`config.mk`:
```
export PLATFORM = sky130hd
export DESIGN_NAME = u_maxpool_flat
export DESIGN_NICKNAME = d
export VERILOG_FILES = /design/src/rtl/u_maxpool_if.sv /design/src/rtl/u_maxpool.sv /design/src/flat_wrapper.sv
export SDC_FILE = /design/constraint.sdc
export NUM_CORES = 1
export LEC_CHECK = 0
export CAP_MARGIN = 20
export CORE_ASPECT_RATIO = 0.7
export CORE_MARGIN = 10
export CORE_UTILIZATION = 59
export CTS_CLUSTER_SIZE = 30
export DETAILED_ROUTE_END_ITERATION = 10
export GPL_ROUTABILITY_DRIVEN = 0
export GPL_TIMING_DRIVEN = 0
export PLACE_DENSITY = 0.87
export SYNTH_ARGS = -nofsm -noshare
export SYNTH_HDL_FRONTEND = slang
export SYNTH_SLANG_ARGS = --single-unit
```
`constraint.sdc`:
```
create_clock -name clk_cal -period 10.5 [get_ports clk_cal]
set_input_delay 1.05 -clock clk_cal [delete_from_list [all_inputs] [get_ports clk_cal]]
set_output_delay 1.05 -clock clk_cal [all_outputs]
set_load 0.01 [all_outputs]
```
`src/rtl/u_maxpool_if.sv`:
```
// Pixel stream bundle for u_maxpool: PE output stream in, pooled stream out.
interface u_maxpool_if;
    logic [7:0] IMap;
    logic       IMapVld;
    logic [7:0] OMap;
    logic       OMapVld;
    logic       FrameDone;

    modport master (output IMap, IMapVld, input OMap, OMapVld, FrameDone);
    modport slave  (input IMap, IMapVld, output OMap, OMapVld, FrameDone);
endinterface

```
`src/rtl/u_maxpool.sv`:
```
// Streaming 2x2 stride-2 max pool using a half-row line buffer and a pair register.
// Optional macro POOL_RELU_EN clamps inputs with bit 7 set to zero before comparison.
module u_maxpool #(
    parameter int MAP_W = 24,
    parameter int MAP_H = 24
) (
    input  logic        clk_cal,
    input  logic        rst_cal,
    u_maxpool_if.slave  pif
);

    localparam int CW = (MAP_W > 2) ? $clog2(MAP_W) : 1;
    localparam int RW = (MAP_H > 2) ? $clog2(MAP_H) : 1;
    localparam int LW = (MAP_W > 2) ? $clog2(MAP_W / 2) : 1;

    function automatic logic [7:0] max8(input logic [7:0] a, input logic [7:0] b);
        return (a > b) ? a : b;
    endfunction

    logic [CW-1:0] col_q, col_d;
    logic [RW-1:0] row_q, row_d;
    logic [7:0]    pair_q, pair_d;
    logic [7:0]    omap_q, omap_d;
    logic          ovld_q, ovld_d;
    logic          fdone_q, fdone_d;

    logic [7:0]    linebuf_q [MAP_W/2];
    logic          lb_we;
    logic [LW-1:0] lb_idx;
    logic [7:0]    lb_wdata;

    logic [7:0]    px;
    logic          col_last, row_last;

`ifdef POOL_RELU_EN
    assign px = pif.IMap[7] ? 8'd0 : pif.IMap;
`else
    assign px = pif.IMap;
`endif

    assign col_last = (col_q == CW'(MAP_W - 1));
    assign row_last = (row_q == RW'(MAP_H - 1));
    assign lb_idx   = LW'(col_q >> 1);
    assign lb_wdata = max8(pair_q, px);

    // NOTE: every output of this block gets a default first, so no path can infer a latch.
    always_comb begin
        col_d   = col_q;
        row_d   = row_q;
        pair_d  = pair_q;
        omap_d  = omap_q;
        ovld_d  = 1'b0;
        fdone_d = 1'b0;
        lb_we   = 1'b0;

        if (pif.IMapVld) begin
            if (col_last) begin
                col_d = '0;
                row_d = row_last ? '0 : row_q + RW'(1);
            end else begin
                col_d = col_q + CW'(1);
            end

            if (!col_q[0]) begin
                pair_d = px;
            end else if (!row_q[0]) begin
                lb_we = 1'b1;
            end else begin
                omap_d  = max8(lb_wdata, linebuf_q[lb_idx]);
                ovld_d  = 1'b1;
                fdone_d = row_last && col_last;
            end
        end
    end

    // NOTE: state flops use non-blocking assignments so all of them update together on the edge.
    always_ff @(posedge clk_cal) begin
        if (rst_cal) begin
            col_q   <= '0;
            row_q   <= '0;
            pair_q  <= '0;
            omap_q  <= '0;
            ovld_q  <= 1'b0;
            fdone_q <= 1'b0;
        end else begin
            col_q   <= col_d;
            row_q   <= row_d;
            pair_q  <= pair_d;
            omap_q  <= omap_d;
            ovld_q  <= ovld_d;
            fdone_q <= fdone_d;
        end
    end

    // NOTE: the line buffer is deliberately not reset; an even row always fills it before it is read.
    always_ff @(posedge clk_cal) begin
        if (lb_we) begin
            linebuf_q[lb_idx] <= lb_wdata;
        end
    end

    assign pif.OMap      = omap_q;
    assign pif.OMapVld   = ovld_q;
    assign pif.FrameDone = fdone_q;

endmodule

```
`src/flat_wrapper.sv`:
```
// flat-port wrapper written by rule: the top's interface ports become plain ports
module u_maxpool_flat 
#(
    parameter int MAP_W = 24,
    parameter int MAP_H = 24
)
  (clk_cal, rst_cal, pif_IMap, pif_IMapVld, pif_OMap, pif_OMapVld, pif_FrameDone);
  u_maxpool_if pif_i ();
  input  logic clk_cal;
  input  logic rst_cal;
  input wire logic [$bits(pif_i.IMap)-1:0] pif_IMap;
  input wire logic [$bits(pif_i.IMapVld)-1:0] pif_IMapVld;
  output wire logic [$bits(pif_i.OMap)-1:0] pif_OMap;
  output wire logic [$bits(pif_i.OMapVld)-1:0] pif_OMapVld;
  output wire logic [$bits(pif_i.FrameDone)-1:0] pif_FrameDone;
  assign pif_i.IMap = pif_IMap;
  assign pif_i.IMapVld = pif_IMapVld;
  assign pif_OMap = pif_i.OMap;
  assign pif_OMapVld = pif_i.OMapVld;
  assign pif_FrameDone = pif_i.FrameDone;
  u_maxpool #(.MAP_W(MAP_W), .MAP_H(MAP_H)) u_core (.clk_cal(clk_cal), .rst_cal(rst_cal), .pif(pif_i));
endmodule
```
==> flow_metrics.tcl <==
set metrics [dict create \
    synthFlopType "edfxtp_1" \
    slew_viol_final 0 \
    fin_skew_ns 0.00857 \
    synth-edff-count 96 \
    synth_area_um2 5480 \
    nFillCells 605 \
    remaining_drc_errors 0 \
    placed_area_um2 5840 \
    port_buffers 20 \
    clk_pin_slew_ns 0.05 \
    post-synth-top-count-cell "edfxtp_1" \
    grt_pass1_wl_um 18300 \
    die_w_um 135 \
    hold_viol_final 0 \
    relSlewSlack_pct 29.5 \
    max_stage_delay_ns 0.64 \
    post-cts-setup-buffers 0 \
    antenna_found_initial 0 \
    syn_inst 355 \
    grt.total_usage_pct 18.2 \
    vdd_drop_max_v 0.000124 \
    ios 21 \
    pwr-share-seq_pct 46.2 \
    worst_pin_slew_ns 1.05 \
    ant_nets 0 \
    ff2ff_setup_slack_ns 6.44 \
    root_buffer "clkbuf_16" \
    numCtsBuffers 17 \
    syn_avg_cell_area_um2 15.4 \
    yosysSeqAreaShare_pct 64.3 \
    clk_latency_ns 0.42 \
    setup_viol 0 \
    rsz0062_at_grt "no" \
    cts_hold_buffers 0 \
    initial_core_util_pct 60.4 \
    p_clk_share_pct 47.5 \
    yosysTopAreaCell "edfxtp_1" \
    final_util_pct 70.9 \
    synthTopCellsByArea "edfxtp_1, dfxtp_1, mux4_1" \
    final_nets 425 \
    cts_resized 0 \
    endpoint_kind "flip-flop" \
    vias 3284 \
    path_cells "clkdlybuf4s50_1, inv_1, ha_1, nor2b_1, o211ai_1, a21oi_1, o22ai_2, mux2_2, ha_1, a21o_1, a211oi_1, o22ai_1, nor3_1, nor2b_2, a221o_1" \
    maxCapViolCount 0 \
    routedWlPerCell_um 22.0 \
    ys_warn_count 0 \
    grt_overflow 0 \
    core_area_um2 9070 \
    syn_to_final_growth_pct 17.4 \
    async_flop_share_pct 0 \
    synth_top_area_share_pct 52.6 \
    clock_path_buffers 2 \
    grt_max_degree 17 \
    vias_per_cell 6.16 \
    n_antenna_cell 0 \
    yosys.cell_types.count 44 \
    cp.arrival_ns 5.31 \
    hp-start "u_core.pair_q[0]$_SDFFE_PP0P_" \
    clkSinkCount 128 \
    die_h_um 101 \
    drt_wl_total_um 11700 \
    hold_path_class "flip-flop to flip-flop" \
    cp_max_fo 14 \
    leakagePower_nw 2.26 \
    fin_crit_ns 4.96 \
    grt_pass1_vias 3314 \
    cts_tree "yes" \
    netSwitchingFraction_pct 21.2 \
    powerDensity_nw_per_um2 187 \
    path_common_cell "ha_1" \
    status "complete, no violations" \
    internal_power_uw 948 \
    worst_ep_required_time_ns 10.85 \
    drive_above_1_share_pct 16.9 \
    final_cell_area_um2 6430 \
    syn-num-nets 384 \
    timing.final.crit_share_pct 47.2 \
    r2r_end "u_core.pif.OMap[1]$_SDFFE_PP0P_" \
    ys_ff_latch 128 \
    fp-row-count 29 \
    criticalPathCategory "primary input to flip-flop" \
    p_switching_uw 256 \
    hold-path-cell-count 2 \
    fin_hold_ws_ns 0.476 \
    max_freq_mhz 202 \
    start_kind "primary input" \
    tns_ns 0 \
    startpoint "pif_IMap[1]" \
    cts.htree.levels 4 \
    detailed_place_hpwl_um 7690 \
    critical-path-slowest-cell "nor3_1" \
    firstDrtPassIters 5 \
    hold_end "u_core.pair_q[0]$_SDFFE_PP0P_" \
    drtIter0Drc 304 \
    synthTopCellsByCount "edfxtp_1, dfxtp_1, nand2_1" \
    rr_startpoint "u_core.pair_q[1]$_SDFFE_PP0P_" \
    dieArea_um2 13600 \
    pwr-share-comb_pct 6.2 \
    ff2ff_path_depth 13 \
]
[per-stage QoR]
| step | worst slack [ns] | cells | total power [mW] |
|---|---|---|---|
| 6_report | 5.54 | 533 | 1.20 |
| 5_1_grt | 5.32 | 533 | 1.24 |
| 4_1_cts | 5.61 | 533 | 1.21 |
| 3_5_place_dp | 5.30 | 501 | 0.640 |
| 3_3_place_gp | 5.41 | 499 | 0.637 |
| 2_1_floorplan | 6.41 | 355 | 0.616 |
[flip-flops by register name, indices dropped and copies added (netlist names), named ones only]
register / flops
u_core.pif.OMapVld: 1
u_core.linebuf_q: 96
u_core.row_q: 5
u_core.pif.FrameDone: 1
u_core.pif.OMap: 8
u_core.pair_q: 8
u_core.col_q: 5
[layout make-up]
type / count / area, um2 / share of cell area (%)
plain buffers: 15 / 96.3 / 1.50
flip-flops and latches: 128 / 3520 / 54.8
clock buffers: 23 / 510 / 7.94
multi-input cells: 202 / 1820 / 28.3
repair buffers: 22 / 210 / 3.27
inverters: 10 / 40.0 / 0.623
clock inverters: 9 / 77.6 / 1.21
well taps: 124 / 155 / 2.41
[critical path, delay by kind of cell]
family	cells	cell delay, ns
muxes	1	0.55
AOI/OAI and AO/OA	7	1.39
and+or+nand+nor	3	1.06
adders and majority gates	2	0.69
buffers and inverters	2	0.56
[power groups by stage]
| stage | combinational [mW] | sequential (mW) | clock, mW |
|---|---|---|---|
| 2_1_floorplan | 0.0504 | 0.566 | 0 |
| 3_3_place_gp | 0.0707 | 0.567 | 0 |
| 3_5_place_dp | 0.0733 | 0.567 | 0 |
| 4_1_cts | 0.0748 | 0.557 | 0.576 |
| 5_1_grt | 0.0821 | 0.557 | 0.598 |
| 6_report | 0.0751 | 0.557 | 0.572 |
[cells by family after synthesis]
group,after synthesis,synth area share (%)
compound gates,43,5.46
fa+ha+maj,18,4.11
mux,43,14.3
simple gates,95,8.80
xor+xnor,3,0.480
buf+inv,25,2.49
flops,128,64.3
[cells in the final DEF (no fill, tap or decap), types with 12 or more instances in the layout]
cell type	netlist	layout
nand2_1	32	32
dfxtp_1	32	32
mux2i_1	12	12
clkbuf_16	0	19
mux4_2	12	12
edfxtp_1	96	96
mux4_1	12	12
ha_1	18	18
a21oi_1	18	18
nor2_1	20	20
clkdlybuf4s50_1	0	20
[how the worst max path moves through the flow]
stage / endpoint / slack (ns) / depth (start not counted)
final: u_core.pif.OMap[1]$_SDFFE_PP0P_ / 5.54 / 15
after global placement: u_core.pif.OMap[1]$_SDFFE_PP0P_ / 5.41 / 15
after global routing: u_core.pif.OMap[0]$_SDFFE_PP0P_ / 5.32 / 15
after detailed placement: u_core.pif.OMap[1]$_SDFFE_PP0P_ / 5.30 / 15
after CTS: u_core.pif.OMap[1]$_SDFFE_PP0P_ / 5.61 / 15
after floorplan: u_core.pif.OMap[1]$_SDFFE_PP0P_ / 6.41 / 14
[per-layer routing]
layer  vias to the layer above  part of all wire, %  GRT usage (%)
li1                       1463                    -              -
met1                      1641                   43           23.0
met2                       150                   48           29.1
met3                        30                  7.2           6.18
met4                         0                  2.1           5.78
met5                         -                    0              0
Power figures use the tool's default switching activity.
